`src/rtl/tdm_demux_rx_if.sv`:
```
// Output word channel of the TDM receiver: received word with a valid/ready handshake.
interface tdm_demux_rx_if #(
  parameter int unsigned WIDTH = 4
);
  logic [WIDTH-1:0] data_out;
  logic             data_vld;
  logic             data_rdy;

  modport master (output data_out, output data_vld, input data_rdy);
  modport slave  (input data_out, input data_vld, output data_rdy);
endinterface

```
`src/rtl/tdm_demux_rx.sv`:
```
// TDM link receiver: re-assembles LSB-first serial beats into WIDTH-bit words.
// Optional even-parity beat per frame enabled by defining TDM_RX_PARITY_EN.
module tdm_demux_rx #(
  parameter int unsigned WIDTH = 4
) (
  input  logic           clk,
  input  logic           reset,
  input  logic           serial_in,
  input  logic           serial_vld,
  input  logic           frame_start,
  tdm_demux_rx_if.master out_if,
  output logic           busy,
  output logic           frame_err,
  output logic           overrun,
  input  logic           clr_overrun,
  output logic           parity_err
);

  localparam int unsigned CNT_W = (WIDTH > 1) ? $clog2(WIDTH) : 1;
  localparam logic [CNT_W-1:0] CNT_LAST = CNT_W'(WIDTH - 1);
  localparam logic [CNT_W-1:0] CNT_ONE  = CNT_W'(1);

`ifdef TDM_RX_PARITY_EN
  typedef enum logic [1:0] {IDLE, RECV, PAR} state_e;
`else
  typedef enum logic [1:0] {IDLE, RECV} state_e;
`endif

  state_e           state_q, state_d;
  logic [CNT_W-1:0] cnt_q, cnt_d;
  logic [WIDTH-1:0] shift_q, shift_d;
  logic [WIDTH-1:0] data_out_q, data_out_d;
  logic             data_vld_q, data_vld_d;
  logic             frame_err_q, frame_err_d;
  logic             overrun_q, overrun_d;
  logic             parity_err_q, parity_err_d;
  logic             commit;
  logic [WIDTH-1:0] commit_word;

  always_comb begin
    state_d      = state_q;
    cnt_d        = cnt_q;
    shift_d      = shift_q;
    data_out_d   = data_out_q;
    data_vld_d   = data_vld_q;
    frame_err_d  = 1'b0;
    overrun_d    = overrun_q;
    parity_err_d = 1'b0;
    commit       = 1'b0;
    commit_word  = shift_q;

    unique case (state_q)
      IDLE: begin
        if (serial_vld && frame_start) begin
          shift_d    = '0;
          shift_d[0] = serial_in;
          cnt_d      = CNT_ONE;
          state_d    = RECV;
        end
      end
      RECV: begin
        if (serial_vld && frame_start) begin
          frame_err_d = 1'b1;
          shift_d     = '0;
          shift_d[0]  = serial_in;
          cnt_d       = CNT_ONE;
        end else if (serial_vld) begin
          shift_d[cnt_q] = serial_in;
          if (cnt_q == CNT_LAST) begin
            cnt_d = '0;
`ifdef TDM_RX_PARITY_EN
            state_d = PAR;
`else
            state_d     = IDLE;
            commit      = 1'b1;
            commit_word = shift_d;
`endif
          end else begin
            cnt_d = cnt_q + CNT_ONE;
          end
        end
      end
`ifdef TDM_RX_PARITY_EN
      PAR: begin
        if (serial_vld && frame_start) begin
          frame_err_d = 1'b1;
          shift_d     = '0;
          shift_d[0]  = serial_in;
          cnt_d       = CNT_ONE;
          state_d     = RECV;
        end else if (serial_vld) begin
          state_d = IDLE;
          if (^{shift_q, serial_in} == 1'b0) begin
            commit      = 1'b1;
            commit_word = shift_q;
          end else begin
            parity_err_d = 1'b1;
          end
        end
      end
`endif
      default: state_d = IDLE;
    endcase

    // A commit in the same cycle as a consumer handshake refills the register.
    if (data_vld_q && out_if.data_rdy) data_vld_d = 1'b0;
    if (clr_overrun) overrun_d = 1'b0;
    if (commit) begin
      if (!data_vld_q || out_if.data_rdy) begin
        data_out_d = commit_word;
        data_vld_d = 1'b1;
      end else begin
        overrun_d = 1'b1;
      end
    end
  end

  always_ff @(posedge clk or negedge reset) begin
    if (!reset) begin
      state_q      <= IDLE;
      cnt_q        <= '0;
      shift_q      <= '0;
      data_out_q   <= '0;
      data_vld_q   <= 1'b0;
      frame_err_q  <= 1'b0;
      overrun_q    <= 1'b0;
      parity_err_q <= 1'b0;
    end else begin
      state_q      <= state_d;
      cnt_q        <= cnt_d;
      shift_q      <= shift_d;
      data_out_q   <= data_out_d;
      data_vld_q   <= data_vld_d;
      frame_err_q  <= frame_err_d;
      overrun_q    <= overrun_d;
      parity_err_q <= parity_err_d;
    end
  end

  assign out_if.data_out = data_out_q;
  assign out_if.data_vld = data_vld_q;
  assign busy            = (state_q != IDLE);
  assign frame_err       = frame_err_q;
  assign overrun         = overrun_q;
`ifdef TDM_RX_PARITY_EN
  assign parity_err      = parity_err_q;
`else
  assign parity_err      = 1'b0;
`endif

endmodule

```
`src/flat_wrapper.sv`:
```
// flat-port wrapper written by rule: the top's interface ports become plain ports
module tdm_demux_rx_flat 
#(
  parameter int unsigned WIDTH = 4
)
  (clk, reset, serial_in, serial_vld, frame_start, busy, frame_err, overrun, clr_overrun, parity_err, out_if_data_out, out_if_data_vld, out_if_data_rdy);
  tdm_demux_rx_if #(.WIDTH(WIDTH)) out_if_i ();
  input  logic clk;
  input  logic reset;
  input  logic serial_in;
  input  logic serial_vld;
  input  logic frame_start;
  output logic busy;
  output logic frame_err;
  output logic overrun;
  input  logic clr_overrun;
  output logic parity_err;
  output wire logic [$bits(out_if_i.data_out)-1:0] out_if_data_out;
  output wire logic [$bits(out_if_i.data_vld)-1:0] out_if_data_vld;
  input wire logic [$bits(out_if_i.data_rdy)-1:0] out_if_data_rdy;
  assign out_if_data_out = out_if_i.data_out;
  assign out_if_data_vld = out_if_i.data_vld;
  assign out_if_i.data_rdy = out_if_data_rdy;
  tdm_demux_rx #(.WIDTH(WIDTH)) u_core (.clk(clk), .reset(reset), .serial_in(serial_in), .serial_vld(serial_vld), .frame_start(frame_start), .out_if(out_if_i), .busy(busy), .frame_err(frame_err), .overrun(overrun), .clr_overrun(clr_overrun), .parity_err(parity_err));
endmodule
```
`config.mk`:
```
export PLATFORM = sky130hd
export DESIGN_NAME = tdm_demux_rx_flat
export DESIGN_NICKNAME = d
export VERILOG_FILES = /design/src/rtl/tdm_demux_rx_if.sv /design/src/rtl/tdm_demux_rx.sv /design/src/flat_wrapper.sv
export SDC_FILE = /design/constraint.sdc
export NUM_CORES = 1
export LEC_CHECK = 0
export CAP_MARGIN = 20
export CORE_MARGIN = 1.5
export CORE_UTILIZATION = 35
export DETAILED_ROUTE_END_ITERATION = 16
export PLACE_DENSITY = 0.6
export SYNTH_ARGS = -nofsm -noshare
export SYNTH_HDL_FRONTEND = slang
export SYNTH_SLANG_ARGS = --single-unit
```
`constraint.sdc`:
```
create_clock -name clk -period 3.1 [get_ports clk]
set_clock_uncertainty 0.2 [all_clocks]
set_input_delay 0.93 -clock clk [delete_from_list [all_inputs] [get_ports clk]]
set_output_delay 0.93 -clock clk [all_outputs]
set_load 0.01 [all_outputs]
```
==> run metrics <==
Final min period 2.62 ns; multi-input logic area 354 µm²; highest routed metal layer met4; hold_buf cts 0; nets 96; post-DR vias/cell 4.83; Yosys top cell by area dfrtp_1; wl on met1 653 µm; hpwl dp 993 µm; cell area after synthesis 757 µm²; core area 0.00200 mm²; slowest cell on the critical path clkdlybuf4s50_1; flip-flop and latch area 350 µm²; H-tree lvl count 1; Initial Utilization 0.378; Die H 49.5 µm; IO Port Bufs 14; clk sinks 14; hold_ws 0.311 ns; Post-synth EDFFs 0; synthesized area per cell 11.1 µm²; Root Buffer Master clkbuf_4; Synth Net Count 80; Vias 531; Largest stage delay, worst path 0.61 ns; initial antenna violation count 0; total power 0.716 mW; drt initial violations 8; total gr overflow 0; filler cell count in the final layout 196; delay-heaviest family, CP buffers and inverters; Die Wd 49.5 µm; GRT Resource Usage Total 0.123; Layout area overhead 24.3%; Fin. Hold Viols 0; Achievable Freq 381 MHz; DRT antenna net count 0; gpl congestion 0.766; status finished, final reports clean; startpoint types flop; flops & latches, synth 14; Synth Warn # 0; cts bufs inserted 3; share of post-route cells with drive strength above 1 0.181; Resized cells post-CTS 0; TritonCTS clock tree yes; vias in the first global route 523; Clock Tree Buf Depth 2; WS Path Type reg2out; Post-Synthesis Cells 68; I/O pin count 16; first-pass GRT wire length 2260 µm; DRC Markers 0; Synth top area share 0.463; RSZ-0062 raised after global routing false; worst path cell trace clkdlybuf4s50_1; Crit Path Max Fanout 13; crit path capture type output port; crit share post-route 0.846; dpl cell area 905 µm²; clk_lat worst skew 0.28 ns; fin area 941 µm²; largest cells by area after synthesis dfrtp_1 46%, mux2_2 12%, ha_1 8.3%, nand2_1 4.5%, nand4b_4 3.1%; ANT cells 0; Worst EP required 1.97 ns; hold crit path type reg2reg; Max Cap Violations 0; top-count cell post-synth dfrtp_1; synth unique cells 23; postcts setup bufs 0; Most used DFF post-synth dfrtp_1; final setup vio count 0; largest net degree at the start of global routing 15; Synth async-reset ratio 1.00; Worst VDD drop 0.331 mV; P_leak 0.453 nW; Util after Layout 0.470; register area share after synthesis 0.463; Die Area 0.00245 mm²; CP arrival 1.49 ns; Max transition margin 0.567; wire per inst 12.4 µm; routed length on met2 629 µm; PD cells 761 mW/mm²; drt pass-1 iters 4; Commonest cells post-synth 14 x dfrtp_1, 9 x nand2_1, 8 x mux2_2, 5 x ha_1, 5 x inv_1; number of core rows 16; clock-pin slew on the worst setup and hold paths 0.09 ns; Final TNS setup 0 ns; CP bufs+invs 1; worst-margin pin slew 0.648 ns; WL met3 72 µm; final slew viol count 0; Routed WL 1370 µm
## sequential cells by signal, indices dropped and copies added, names as in the netlist
signal / flops
u_core.out_if.data_out: 4
u_core.frame_err: 1
u_core.cnt_q: 2
u_core.overrun: 1
u_core.shift_q: 4
u_core.state_q: 1
u_core.out_if.data_vld: 1
## cells by family after synthesis
logic type,count (synthesis),synth area share
AND/OR/NAND/NOR,18,0.150
flip-flops,14,0.463
AO/OA/AOI/OAI,13,0.111
buffers and inverters,9,0.0694
multiplexers,8,0.119
adder cells (fa/ha/maj),5,0.0826
other,1,0.00495
## layer usage
layer,global-route usage,vias up
met3,0.0333,2
met1,0.161,250
met5,0,-
met2,0.196,13
li1,-,266
met4,0.0417,0
## power by group
group / total (mW) / switching [mW] / leakage (nW) / internal (mW)
clock network: 0.134 / 0.0624 / 0.0210 / 0.0714
logic: 0.284 / 0.122 / 0.253 / 0.161
registers: 0.299 / 0.0567 / 0.179 / 0.242
## cell usage in the layout (no fill, tap or decap), types with 2 or more instances in the layout
| master | netlist | routed |
|---|---|---|
| o21ai_0 | 3 | 3 |
| inv_1 | 5 | 5 |
| nand2_1 | 9 | 9 |
| dfrtp_1 | 14 | 14 |
| o22ai_1 | 3 | 3 |
| clkbuf_4 | 0 | 3 |
| clkdlybuf4s50_1 | 0 | 14 |
| a22oi_1 | 2 | 2 |
| and3_1 | 2 | 2 |
| ha_1 | 5 | 5 |
| mux2_2 | 8 | 8 |
| a21oi_1 | 2 | 2 |
## worst paths after layout
check | endpoint | depth (start not counted) | from | slack [ns]
max | busy | 1 | u_core.state_q[0] | 0.48
min in group asynchronous | u_core.frame_err | 1 | reset | 0.84
min | u_core.shift_q[0] | 1 | u_core.shift_q[0] | 0.31
max reg2reg | u_core.out_if.data_out[2] | 4 | u_core.cnt_q[0] | 1.40
max in group asynchronous | u_core.out_if.data_out[3] | 1 | reset | 1.44
min reg2reg | u_core.shift_q[0] | 1 | u_core.shift_q[0] | 0.31
## cell type report
class / instances / share of cell area
Multi-Input combinational cell: 45 / 0.376
Clock buffer: 4 / 0.0386
Sequential cell: 14 / 0.372
Timing Repair Buffer: 15 / 0.157
Tap cell: 27 / 0.0359
Inverter: 5 / 0.0199
## through the flow
step	std cells	setup slack, ns
floorplan	68	1.06
global placement	106	0.456
detailed placement	106	0.439
CTS	110	0.472
global route	110	0.407
finish	110	0.477
## worst reg2reg max path, stage by stage, from the launching register on
cell and delay (ns):
dfrtp_1 0.46, inv_1 0.11, ha_1 0.21, mux2_2 0.35, mux2_2 0.26
(Power assumes the default switching activity.)
